==> src/rtl/mau_wb_bridge.sv <==
// L1D-side memory access bridge: runs one cache request (refill, uncached read,
// write-through store) as serial Wishbone-classic single-word cycles and acks it.
module mau_wb_bridge #(
  parameter int ADDR_WIDTH = 32,
  parameter int DATA_WIDTH = 32,
  parameter int LINE_SIZE  = 128
) (
  input  logic                    clk,
  input  logic                    rst_n,
  input  logic                    mau_req_val,
  input  logic                    mau_req_nc,
  input  logic                    mau_req_we,
  input  logic [ADDR_WIDTH-1:0]   mau_req_addr,
  input  logic [DATA_WIDTH-1:0]   mau_req_wdata,
  input  logic [DATA_WIDTH/8-1:0] mau_req_be,
  output logic                    mau_req_ack,
  output logic                    mau_ack_nc,
  output logic                    mau_ack_we,
  output logic [LINE_SIZE-1:0]    mau_ack_data,
  output logic                    wb_cyc_o,
  output logic                    wb_stb_o,
  output logic                    wb_we_o,
  output logic [ADDR_WIDTH-1:0]   wb_adr_o,
  output logic [DATA_WIDTH-1:0]   wb_dat_o,
  output logic [DATA_WIDTH/8-1:0] wb_sel_o,
  input  logic                    wb_ack_i,
  input  logic [DATA_WIDTH-1:0]   wb_dat_i
);

  localparam int BEATS = LINE_SIZE / DATA_WIDTH;
  localparam int BW    = $clog2(BEATS);
  localparam int SW    = DATA_WIDTH / 8;
  localparam int OFFS  = $clog2(LINE_SIZE / 8);

  typedef enum logic [2:0] {IDLE, WRITE, RDNC, REFILL, RESP} state_t;

  state_t                r_state;
  state_t                w_next;
  logic [ADDR_WIDTH-1:0] r_addr;
  logic [DATA_WIDTH-1:0] r_wdata;
  logic [SW-1:0]         r_be;
  logic                  r_nc;
  logic                  r_we;
  logic [BW-1:0]         r_beat;
  logic [LINE_SIZE-1:0]  r_data;

  logic [1:0]            w_sh;
  logic [4:0]            w_bsh;
  logic [SW-1:0]         w_sel;
  logic [DATA_WIDTH-1:0] w_wdat;
  logic [DATA_WIDTH-1:0] w_rd_word;
  logic [ADDR_WIDTH-1:0] w_word_adr;
  logic [ADDR_WIDTH-1:0] w_line_adr;
  logic                  w_last;
  logic                  w_accept;

  // Sub-word requests arrive LSB-justified; move them onto their bus lanes.
  assign w_sh       = r_addr[1:0];
  assign w_bsh      = {w_sh, 3'b000};
  assign w_sel      = r_be << w_sh;
  assign w_wdat     = r_wdata << w_bsh;
  assign w_rd_word  = wb_dat_i >> w_bsh;
  assign w_word_adr = {r_addr[ADDR_WIDTH-1:2], 2'b00};
  assign w_line_adr = {r_addr[ADDR_WIDTH-1:OFFS], {OFFS{1'b0}}} + (ADDR_WIDTH'(r_beat) << 2);
  assign w_last     = (r_beat == BW'(BEATS - 1));
  assign w_accept   = (r_state == IDLE) && mau_req_val;

  assign mau_ack_data = r_data;

  always_ff @(posedge clk) begin
    if (!rst_n) r_state <= IDLE;
    else        r_state <= w_next;
  end

  always_comb begin
    w_next      = r_state;
    mau_req_ack = 1'b0;
    mau_ack_nc  = 1'b0;
    mau_ack_we  = 1'b0;
    wb_cyc_o    = 1'b0;
    wb_stb_o    = 1'b0;
    wb_we_o     = 1'b0;
    wb_adr_o    = '0;
    wb_dat_o    = '0;
    wb_sel_o    = '0;
    case (r_state)
      IDLE: begin
        if (mau_req_val) begin
          if (mau_req_we)      w_next = WRITE;
          else if (mau_req_nc) w_next = RDNC;
          else                 w_next = REFILL;
        end
      end
      WRITE: begin
        wb_cyc_o = 1'b1;
        wb_stb_o = 1'b1;
        wb_we_o  = 1'b1;
        wb_adr_o = w_word_adr;
        wb_sel_o = w_sel;
        wb_dat_o = w_wdat;
        if (wb_ack_i) w_next = RESP;
      end
      RDNC: begin
        wb_cyc_o = 1'b1;
        wb_stb_o = 1'b1;
        wb_adr_o = w_word_adr;
        wb_sel_o = w_sel;
        if (wb_ack_i) w_next = RESP;
      end
      REFILL: begin
        wb_cyc_o = 1'b1;
        wb_stb_o = 1'b1;
        wb_adr_o = w_line_adr;
        wb_sel_o = '1;
        if (wb_ack_i && w_last) w_next = RESP;
      end
      RESP: begin
        mau_req_ack = 1'b1;
        mau_ack_nc  = r_nc;
        mau_ack_we  = r_we;
        w_next      = IDLE;
      end
      default: w_next = IDLE;
    endcase
  end

  always_ff @(posedge clk) begin
    if (w_accept) begin
      r_addr  <= mau_req_addr;
      r_wdata <= mau_req_wdata;
      r_be    <= mau_req_be;
      r_nc    <= mau_req_nc;
      r_we    <= mau_req_we;
    end
  end

  // Line assembly; wb_ack_i only matters while a bus cycle is actually open.
  always_ff @(posedge clk) begin
    if (!rst_n) begin
      r_beat <= '0;
      r_data <= '0;
    end else begin
      case (r_state)
        IDLE: begin
          if (mau_req_val) begin
            r_beat <= '0;
            if (mau_req_we) r_data <= '0;
          end
        end
        RDNC: begin
          if (wb_ack_i) r_data <= {w_rd_word, {(LINE_SIZE-DATA_WIDTH){1'b0}}};
        end
        REFILL: begin
          if (wb_ack_i) begin
            r_data[r_beat*DATA_WIDTH +: DATA_WIDTH] <= wb_dat_i;
            r_beat <= r_beat + BW'(1);
          end
        end
        default: ;
      endcase
    end
  end

endmodule

==> config.mk <==
export PLATFORM = sky130hd
export DESIGN_NAME = mau_wb_bridge
export DESIGN_NICKNAME = d
export VERILOG_FILES = /design/src/rtl/mau_wb_bridge.sv
export SDC_FILE = /design/constraint.sdc
export NUM_CORES = 1
export LEC_CHECK = 0
export CAP_MARGIN = 20
export CORE_MARGIN = 8
export CORE_UTILIZATION = 40
export CTS_CLUSTER_SIZE = 30
export DETAILED_ROUTE_END_ITERATION = 8
export PLACE_DENSITY = 0.83
export SLEW_MARGIN = 20
export SYNTH_ARGS = -nofsm -noshare
export SYNTH_HDL_FRONTEND = slang
export SYNTH_SLANG_ARGS = --single-unit
==> constraint.sdc <==
create_clock -name clk -period 3.1 [get_ports clk]
set_clock_uncertainty 0.1 [all_clocks]
set_input_delay 0.31 -clock clk [delete_from_list [all_inputs] [get_ports clk]]
set_output_delay 0.31 -clock clk [all_outputs]
set_load 0.01 [all_outputs]
==> reports/qor.yml <==
outcome: "complete, no violations"
crit_type: "register to output port"
worst_setup_hold_path_clk_slew_ns: 0.06
synth_top_area_frac: 0.318
io_buffer_count: 305
postSynthRegisterBits: 203
min-delay-path-class: "input port to register"
final_nets: 1108
initial_utilization: 0.403
stdcell_area_sq_um: 12400
grt_max_degree: 59
ant_nets: 0
cts_hold_repair.buffers: 0
detail_route.iter0.violations: 509
clock_tree_root: "sky130_fd_sc_hd__clkbuf_16"
vias: 7039
period_minus_slack_ns: 2.94
arrival_ns: 2.53
max_slew_margin: 0.330
global_route_wire_length_before_repair_um: 43600
grt_util_all_layers: 0.212
mean_area_per_synthesized_cell_sq_um: 11.8
worst_skew_pair.late_latency_ns: 0.49
layout.cells.most_common_list: "sky130_fd_sc_hd__clkdlybuf4s50_1 (304), sky130_fd_sc_hd__dfxtp_1 (133), sky130_fd_sc_hd__edfxtp_1 (70), sky130_fd_sc_hd__o2bb2ai_1 (64), sky130_fd_sc_hd__nand2_1 (53)"
timing.final.crit_share: 0.947
routabilityCongestion: 0.834
clock_path_buffers: 3
die_x_um: 161
die-height_um: 161
netlist-cell-type-count: 55
finalCoreUtilization: 0.597
cp_data_required_time_ns: 2.69
antenna_found_initial: 0
max_slew.worst_pin.slew_ns: 1.00
vias_per_cell: 5.47
floorplan.rows: 53
end_kind: "output port"
area_of_the_die_sq_um: 25800
number_of_drc_violations_after_detailed_routing: 0
finalWirelength_um: 28300
leakagePower_nw: 4.39
number_of_failing_hold_endpoints_at_the_final_stage: 0
number_of_maximum_capacitance_violations: 0
i_o_pin_count: 308
hold_ws_ns: 0.148
cts_tree: "yes"
count_of_synthesis_stage_warnings_from_yosys: 0
post_synth_instance_area_sq_um: 8360
yosys-top-cells-area: "sky130_fd_sc_hd__dfxtp_1 (32%), sky130_fd_sc_hd__edfxtp_1 (25%), sky130_fd_sc_hd__o2bb2ai_1 (6.7%)"
power.density_cell_area_nw_per_um2: 675
number_of_synthesized_flops_with_an_enable_pin: 70
final_layout_size_suffix_gt1_frac: 0.0800
cts_resized: 0
critical_path_peak_fanout: 9
yosys.area.top_type: "sky130_fd_sc_hd__dfxtp_1"
vdd.ir_drop.worst_mv: 0.514
post_cts_buffers: 0
synthFlopType: "sky130_fd_sc_hd__dfxtp_1"
most_common_cell_after_layout_fill_and_taps_aside: "sky130_fd_sc_hd__clkdlybuf4s50_1"
setup_viol: 0
seq_area_frac_synth: 0.570
startpoint_type: "register"
number_of_buffers_inserted_during_clock_tree_synthesis: 22
setup_repair_after_global_routing_missed_its_margin: "no"
routedWlPerCell_um: 22.0
core_area_sq_um: 20800
place.detailed.hpwl_um: 20800
maxClockFrequency_mhz: 340
async_flop_share: 0
grt-ovfl-total: 0
fin_setup_tns_ns: 0
numClockSinks: 203
timing.final.max_slew_violations: 0
first_global_vias: 7381
post_dp_cell_area_sq_um: 11600
ctsHtreeMaxLevel: 1
drt_pass1_iterations: 5
layout-area-overhead-vs-synth_pct: 48.2
synthesis.instances: 708
path summary, 6_finish.rpt:
| check | slack [ns] | cells past startpoint | to | startpoint |
|---|---|---|---|---|
| worst max-delay path | 0.16 | 5 | wb_dat_o[4] | r_state[2] |
| worst min-delay path | 0.15 | 3 | r_beat[1] | rst_n |
| worst max register to register | 0.50 | 6 | mau_ack_data[14] | r_beat[0] |
| worst min register to register | 0.35 | 2 | mau_ack_data[109] | mau_ack_data[109] |
logic make-up (layout without fill, tap and decap cells):
family                     after synthesis  after routing  share of synthesized area
other                                    1              3                   0.000448
DFF                                    203            203                      0.570
and+or+nand+nor                        197            197                      0.134
adders and majority gates                5              5                    0.00748
buffers and inverters                   70            373                     0.0431
muxes                                   34             34                     0.0527
xor gates and xnor gates                 1              1                    0.00105
AOI/OAI and AO/OA                      197            197                      0.191
worst max-delay path, cell delays in order, from the launching register on:
cell,delay [ns]
sky130_fd_sc_hd__dfxtp_1,0.30
sky130_fd_sc_hd__or3b_1,0.41
sky130_fd_sc_hd__or2_1,0.42
sky130_fd_sc_hd__nor2_8,0.20
sky130_fd_sc_hd__and2_1,0.16
sky130_fd_sc_hd__clkdlybuf4s50_1,0.54
power by group:
group / switching [W] / total, W / internal (W)
combinational: 0.00136 / 0.00250 / 0.00114
clock: 0.00104 / 0.00265 / 0.00161
sequential: 0.000119 / 0.00322 / 0.00310
metrics by stage:
stage	total power, W	std cells	worst slack (ns)
final	0.00837	1288	0.163
after global routing	0.00875	1287	0.0420
after CTS	0.00845	1287	0.0553
after detailed placement	0.00578	1248	0.501
after global placement	0.00574	1248	0.613
after floorplan	0.00462	709	0.0487
area by class of cell:
| class | instances | area, sq um |
|---|---|---|
| fill | 1682 | 8360 |
| inverter | 8 | 30.0 |
| antenna | 1 | 2.50 |
| tap | 275 | 344 |
| multi-input combinational | 436 | 3280 |
| timing repair buffer | 326 | 3230 |
| clock inverter | 6 | 63.8 |
| sequential | 203 | 4760 |
| clock buffer | 33 | 683 |
flip-flops by register name, summed over array words and instances, names as in the netlist:
register      count
mau_ack_data    128
r_addr           32
r_we              1
r_state           3
r_be              4
r_nc              1
r_wdata          32
r_beat            2
cell usage after synthesis, types with 10 or more instances:
master,instances
sky130_fd_sc_hd__a211oi_1,18
sky130_fd_sc_hd__a21oi_1,16
sky130_fd_sc_hd__a221o_1,16
sky130_fd_sc_hd__a22oi_1,10
sky130_fd_sc_hd__a32o_1,32
sky130_fd_sc_hd__and2_1,48
sky130_fd_sc_hd__buf_2,24
sky130_fd_sc_hd__buf_4,14
sky130_fd_sc_hd__clkbuf_1,20
sky130_fd_sc_hd__dfxtp_1,133
sky130_fd_sc_hd__edfxtp_1,70
sky130_fd_sc_hd__mux2i_1,26
sky130_fd_sc_hd__nand2_1,53
sky130_fd_sc_hd__nor2_1,34
sky130_fd_sc_hd__nor2b_1,15
sky130_fd_sc_hd__o21ai_1,19
sky130_fd_sc_hd__o2bb2ai_1,64
metal layers:
metal  global-route usage  vias to the layer above  wire [um]
met5                    0                        -          0
met4               0.0769                        0        998
met3               0.0811                       55       3250
met2                0.354                      351      13400
met1                0.245                     3377      10700
li1                     -                     3256          -
No activity file was read; power rests on OpenSTA's default activity.
